`src/rtl/button_conditioner.sv`:
```
// Button conditioner: per-button 2-flop synchroniser, counter debouncer and edge detector.
// Define BUTTON_AUTO_REPEAT_EN to add hold-to-repeat press pulses.

module button_conditioner #(
    parameter int unsigned DEBOUNCE_CYCLES      = 270000,
    parameter int unsigned CNT_W                = 20,
    parameter int unsigned REPEAT_DELAY_CYCLES  = 13500000,
    parameter int unsigned REPEAT_PERIOD_CYCLES = 2700000,
    parameter int unsigned REP_W                = 24
) (
    input  logic crystalCLK,
    input  logic rst_n,
    input  logic btn_X_raw,
    input  logic btn_Y_raw,
    output logic btn_X_level,
    output logic btn_Y_level,
    output logic btn_X_press,
    output logic btn_Y_press,
    output logic btn_X_release,
    output logic btn_Y_release
);

    localparam int unsigned NCH = 2;
    localparam logic [CNT_W-1:0] DB_LAST = CNT_W'(DEBOUNCE_CYCLES - 32'd1);

    // Elaboration-time parameter sanity checks
    if (DEBOUNCE_CYCLES < 32'd2 || 64'(DEBOUNCE_CYCLES) >= (64'd1 << CNT_W)) begin : g_bad_debounce
        $error("DEBOUNCE_CYCLES must lie in 2 .. 2**CNT_W-1");
    end
    if (REPEAT_DELAY_CYCLES < 32'd1 || REPEAT_PERIOD_CYCLES < 32'd1
        || 64'(REPEAT_DELAY_CYCLES) > (64'd1 << REP_W)
        || 64'(REPEAT_PERIOD_CYCLES) > (64'd1 << REP_W)) begin : g_bad_repeat
        $error("REPEAT_*_CYCLES must lie in 1 .. 2**REP_W");
    end

    logic [NCH-1:0] raw_vec;
    logic [NCH-1:0] level_vec;
    logic [NCH-1:0] press_vec;
    logic [NCH-1:0] rel_vec;

    assign raw_vec = {btn_Y_raw, btn_X_raw};

    for (genvar i = 0; i < NCH; i++) begin : g_ch
        logic             sync1_q;
        logic             sync2_q;
        logic             pressed_s;
        logic             stable_q;
        logic             stable_d;
        logic [CNT_W-1:0] cnt_q;
        logic [CNT_W-1:0] cnt_d;
        logic             press_q;
        logic             press_d;
        logic             rel_q;
        logic             rel_d;
`ifdef BUTTON_AUTO_REPEAT_EN
        localparam logic [REP_W-1:0] REP_FIRST = REP_W'(REPEAT_DELAY_CYCLES - 32'd1);
        localparam logic [REP_W-1:0] REP_NEXT  = REP_W'(REPEAT_PERIOD_CYCLES - 32'd1);
        logic [REP_W-1:0] rep_q;
        logic [REP_W-1:0] rep_d;
`endif

        assign pressed_s = ~sync2_q;

        // Debounce, edge detect and (optionally) auto-repeat next-state
        always_comb begin
            cnt_d    = cnt_q;
            stable_d = stable_q;
            press_d  = 1'b0;
            rel_d    = 1'b0;
`ifdef BUTTON_AUTO_REPEAT_EN
            rep_d    = rep_q;
`endif
            if (pressed_s == stable_q) begin
                cnt_d = '0;
            end else if (cnt_q == DB_LAST) begin
                stable_d = pressed_s;
                cnt_d    = '0;
                press_d  = pressed_s;
                rel_d    = ~pressed_s;
            end else begin
                cnt_d = cnt_q + CNT_W'(1);
            end
`ifdef BUTTON_AUTO_REPEAT_EN
            // Down-counter reloads at each pulse; a release on the same edge suppresses the repeat
            if (press_d) begin
                rep_d = REP_FIRST;
            end else if (!stable_q || rel_d) begin
                rep_d = '0;
            end else if (rep_q == '0) begin
                press_d = 1'b1;
                rep_d   = REP_NEXT;
            end else begin
                rep_d = rep_q - REP_W'(1);
            end
`endif
        end

        always_ff @(posedge crystalCLK or negedge rst_n) begin
            if (!rst_n) begin
                sync1_q  <= 1'b1;
                sync2_q  <= 1'b1;
                stable_q <= 1'b0;
                cnt_q    <= '0;
                press_q  <= 1'b0;
                rel_q    <= 1'b0;
`ifdef BUTTON_AUTO_REPEAT_EN
                rep_q    <= '0;
`endif
            end else begin
                sync1_q  <= raw_vec[i];
                sync2_q  <= sync1_q;
                stable_q <= stable_d;
                cnt_q    <= cnt_d;
                press_q  <= press_d;
                rel_q    <= rel_d;
`ifdef BUTTON_AUTO_REPEAT_EN
                rep_q    <= rep_d;
`endif
            end
        end

        assign level_vec[i] = stable_q;
        assign press_vec[i] = press_q;
        assign rel_vec[i]   = rel_q;
    end

    assign btn_X_level   = level_vec[0];
    assign btn_Y_level   = level_vec[1];
    assign btn_X_press   = press_vec[0];
    assign btn_Y_press   = press_vec[1];
    assign btn_X_release = rel_vec[0];
    assign btn_Y_release = rel_vec[1];

endmodule

```
`config.mk`:
```
export PLATFORM = sky130hd
export DESIGN_NAME = button_conditioner
export DESIGN_NICKNAME = d
export VERILOG_FILES = /design/src/rtl/button_conditioner.sv
export SDC_FILE = /design/constraint.sdc
export NUM_CORES = 1
export LEC_CHECK = 0
export ABC_AREA = 1
export BUFFER_PORTS_ARGS = -buffer_cell sky130_fd_sc_hd__clkbuf_2
export CORE_ASPECT_RATIO = 2
export CORE_MARGIN = 4
export CORE_UTILIZATION = 61
export CTS_CLUSTER_SIZE = 16
export DETAILED_ROUTE_END_ITERATION = 10
export GPL_TIMING_DRIVEN = 0
export PLACE_DENSITY_LB_ADDON = 0.08
export SLEW_MARGIN = 0
export SYNTH_ARGS = -nofsm -noshare
export SYNTH_HDL_FRONTEND = slang
export SYNTH_SLANG_ARGS = --single-unit
export TNS_END_PERCENT = 5
```
`constraint.sdc`:
```
create_clock -name crystalCLK -period 1.9 [get_ports crystalCLK]
set_clock_uncertainty 0.05 [all_clocks]
set_input_delay 0.285 -clock crystalCLK [delete_from_list [all_inputs] [get_ports crystalCLK]]
set_output_delay 0.285 -clock crystalCLK [all_outputs]
set_load 0.03 [all_outputs]
```
## Word-level counts from Yosys, hierarchy flattened

Cells that the tools add are included.

- Bits in writable memories: 0
- Flip-flop bits (word level): 50
- Latch bits: 0
- Bits of input ports: 4
- Memories kept: 0
- ROM bits: 0
- Output and inout bits: 6
- Word-level logic and storage cells: 36

- Shift operators: 0
- Multiply operators: 0
- $add $sub $neg: 2
- Magnitude comparators: 0
- Bitwise gates (word level): 4
- Eq/ne operators: 4
- Multiplexer cells: 12
- Reductions and logical operators: 2
- Divide/modulo/power cells: 0

Operator list:

| kind | count |
|---|---|
| two-way mux 20 bit | 4 |
| adder 20 x 1 -> 20 bit, second input constant | 2 |
| equality test 20 x 19 -> 1 bit, second input constant | 2 |
| two-way mux 1 bit | 8 |
| inverter 1 bit | 4 |
| AND reduction 2 bit | 2 |
| equality test 1 bit | 2 |

## Longest topological paths before layout

- Depth in word-level cells: 4
- Mapped depth: 9
- Depth with buffers taken out: 9

## Least setup slack after synthesis

OpenSTA, ideal clock, no wires.

- Path type: reg2reg
- From: register g_ch[0].cnt_q[0]
- To: register g_ch[0].cnt_q[11]
- Period minus slack after synthesis: 1.455 ns
- Setup time: 0.119 ns
- Buffers on the path: 1
- Data required time: 1.731 ns
- Slack: 0.445 ns
- Arrival time: 1.286 ns
- Stages on the path, launching flop included: 10
- Cell sequence: dfrtp_1 > ha_1 > nand2_2 > nor2_4 > inv_2 > nor2_2 > nand3_2 > nand2_2 > buf_12 > nor2_2

- Word-level cells in the longest chain between the ends: 3
- Elaborated cells on any way between the ends: 4
- Classes of those cells: 1 x add/sub; 1 x eq/ne; 2 x mux

RTL lines:

| element | line | RTL |
|---|---|---|
| from (decl) | 49 | `logic [CNT_W-1:0] cnt_q;` |
| from (signal assigned) | 113 | `cnt_q <= cnt_d;` |
| adder 20 x 1 -> 20 bit or equality test 20 x 19 -> 1 bit (tied branches) | 81, 75 |  |
| two-way mux 20 bit (*) | 75 | `end else if (cnt_q == DB_LAST) begin` |
| two-way mux 20 bit (*) | 73 | `if (pressed_s == stable_q) begin` |
| via g_ch[0].cnt_d[11] | 50 | `logic [CNT_W-1:0] cnt_d;` |

Mark *: on every way through the listed nets, which the timed path passes. The rest lies on a longest branch.
A chain may end at the register's enable or synchronous reset.

## Worst setup path in the final report

- From: register g_ch[0].cnt_q[0]
- To: register g_ch[0].cnt_q[14]

The elaborated chain is that of the path after synthesis.

==> qor.csv <==
metric,value,unit
io_buffer_count,9,
cp-end-kind,flop,
setup_viol,0,
leakage,1.31,nW
hold_path_depth,1,
drc,0,
synth_area_leaders,"dfrtp_1 43%, nand2_1 11%, nor2_1 10%",
timing.final.max_slew_violations,0,
drive_gt1_frac,0.157,
setup_tns,0,ns
largest_reg_flops,40,
finalCriticalPeriod,1.72,ns
syn_to_final_growth,9.44,%
maxSlewHeadroom,0.602,
rows,34,
path_buf_inv,0,
grt_pass1_wl,9.55,mm
final_net_count,370,
crit_cells,6,
ys_seq_area_frac,0.465,
yosys.area.top_type,dfrtp_1,
grt_start_max_net_pins,51,
coreArea,0.00434,mm²
die_y,102,µm
dieArea,0.00562,mm²
p_per_area,655,mW/mm²
cts_buffers,5,
synth_top_cell_area_share,0.426,
status,completed,
postLayoutCoreUtil,0.682,
cts-root-buf,clkbuf_8,
start_kind,flop,
clkTransAtPathRegs,0.09,ns
post_cts_resized,0,
viasPerCell,5.17,
hold_path_class,input pin to flop,
antenna_found_initial,0,
place.gp.congestion,0.881,
vias,2162,
cpMaxStageDelayCell,nor3_1,
path_cells,"ha_1, nand2_2, nor3_1, nand3_1, nand2_1, nor2_1",
clockBufferDepth,2,
drtPass1Iterations,4,
ys_warn_count,0,
synth.avg_cell_area,7.81,µm²
synth_area,0.00270,mm²
grt_pass1_vias,2115,
start_util,0.623,
dr.first_iter.drc_count,48,
max-cap-violations,0,
grt_use_total,0.239,
postCtsHoldBufs,0,
clkLatencyLatePin,0.30,ns
cts_tree,done,
finalHoldViolations,0,
post_cts_buffers,0,
wl_per_cell,13.7,µm
synth_cell_types,25,
worstSetupPathType,flop to flop,
ys_ff_latch,50,
diodes,0,
cpLargestDelayFamily,simple AND/OR/NAND/NOR gates,
hpwl,4.27,mm
io_pins,10,
rsz0062_at_grt,false,
ant_nets,0,
routed_wl,5.71,mm
synth_cells,346,
slowest_delay,0.51,ns
cp.required,2.04,ns
top_register,g_ch.cnt_q,
die_w,55.1,µm
worst_slew_pin_slew,0.592,ns
cts_max_level,2,
grt-ovfl-total,0,
cp.arrival,1.86,ns
ir_worst_vdd,656,µV
critical_path_peak_fanout,5,
syn_nets,352,
reg2regPathDepth,6,
fmax,0.580,GHz
fin_crit_sh,0.908,
cts.sinks,50,
reg_top3,"g_ch.cnt_q (40), g_ch.sync1_q (2), g_ch.sync2_q (2)",
per-stage QoR:
| step | setup slack, ns | hold slack [ns] | cells | cell area [µm²] | total power, mW |
|---|---|---|---|---|---|
| 4_1_cts | 0.213 | 0.00507 | 416 | 2930 | 1.96 |
| 3_5_place_dp | 0.231 | 0.298 | 409 | 2820 | 1.19 |
| 3_3_place_gp | 0.238 | 0.296 | 409 | 2820 | 1.19 |
| 6_report | 0.175 | 0.0123 | 418 | 2960 | 1.94 |
| 5_1_grt | 0.0956 | 0.00186 | 418 | 2960 | 2.01 |
| 2_1_floorplan | 0.445 | -0.0606 | 346 | 2700 | 1.15 |
cell families after synthesis:
logic type / count (synthesis) / synth area share
DFF: 50 / 0.465
and+or+nand+nor: 224 / 0.379
xor gates and xnor gates: 19 / 0.0616
adders and majority gates: 2 / 0.00926
AOI/OAI and AO/OA: 7 / 0.0167
buffers and inverters: 44 / 0.0685
cell type report:
type | instances | area, µm²
clock inverter | 1 | 30.0
clock buffer | 6 | 82.6
inverter | 42 | 158
multi-input combinational | 252 | 1260
sequential | 50 | 1260
buffer | 2 | 27.5
timing repair buffer | 11 | 75.1
tap | 54 | 67.6
fill | 421 | 1380
placed cells by master (no fill, tap or decap), types with 3 or more instances in the layout:
| cell | n |
|---|---|
| nor2_2 | 17 |
| inv_1 | 38 |
| nor2_1 | 74 |
| inv_2 | 3 |
| nor2_4 | 5 |
| nand3b_1 | 3 |
| xor2_1 | 15 |
| xnor2_1 | 4 |
| nand2_1 | 77 |
| nor3_1 | 7 |
| nand3_1 | 24 |
| nand4_1 | 8 |
| clkbuf_8 | 6 |
| nand2_2 | 6 |
| clkbuf_2 | 9 |
| dfrtp_1 | 46 |
| dfstp_2 | 4 |
metal layers:
| layer | GRT usage | share of wire | vias to the layer above |
|---|---|---|---|
| li1 | - | - | 1106 |
| met1 | 0.233 | 0.36 | 1008 |
| met2 | 0.460 | 0.59 | 34 |
| met3 | 0.0292 | 0.018 | 14 |
| met4 | 0.107 | 0.033 | 0 |
| met5 | 0 | 0 | - |
cell usage after synthesis:
| cell type | n |
|---|---|
| o21ai_1 | 1 |
| buf_12 | 1 |
| nor3_1 | 7 |
| nand3_1 | 24 |
| ha_1 | 2 |
| nand4_1 | 8 |
| nor2_2 | 17 |
| nor3_2 | 1 |
| o21ai_0 | 2 |
| nor2_1 | 74 |
| dfstp_2 | 4 |
| xnor2_1 | 4 |
| a211oi_1 | 2 |
| xor2_1 | 15 |
| nor2_4 | 5 |
| inv_2 | 3 |
| nand3_2 | 2 |
| inv_1 | 38 |
| nand2_1 | 77 |
| nand3b_1 | 3 |
| buf_4 | 1 |
| dfrtp_1 | 46 |
| clkinv_1 | 1 |
| nand2_2 | 6 |
| o21bai_1 | 2 |
worst reg2reg max path, delay by kind of cell (launching register included):
| kind | cells | cell delay (ns) |
|---|---|---|
| and+or+nand+nor | 5 | 0.91 |
| adders and majority gates | 1 | 0.21 |
| DFF | 1 | 0.45 |
final timing paths:
kind / slack, ns / endpoint / from
max reg2reg: 0.18 / g_ch[0].cnt_q[14] / g_ch[0].cnt_q[0]
max: 0.18 / g_ch[0].cnt_q[14] / g_ch[0].cnt_q[0]
max in group asynchronous: 0.83 / g_ch[1].sync1_q / rst_n
min reg2reg: 0.31 / g_ch[0].sync2_q / g_ch[0].sync1_q
min: 0.01 / g_ch[0].sync1_q / btn_X_raw
min in group asynchronous: 0.38 / g_ch[1].cnt_q[9] / rst_n
power by group:
part	leakage [nW]	switching (mW)	total (mW)	internal, mW
combinational	0.570	0.0540	0.0796	0.0257
clock	0.0573	0.341	0.763	0.422
sequential	0.680	0.0134	1.09	1.08
total	1.31	0.408	1.94	1.53
Note: power is estimated with default switching activity, not from simulation.
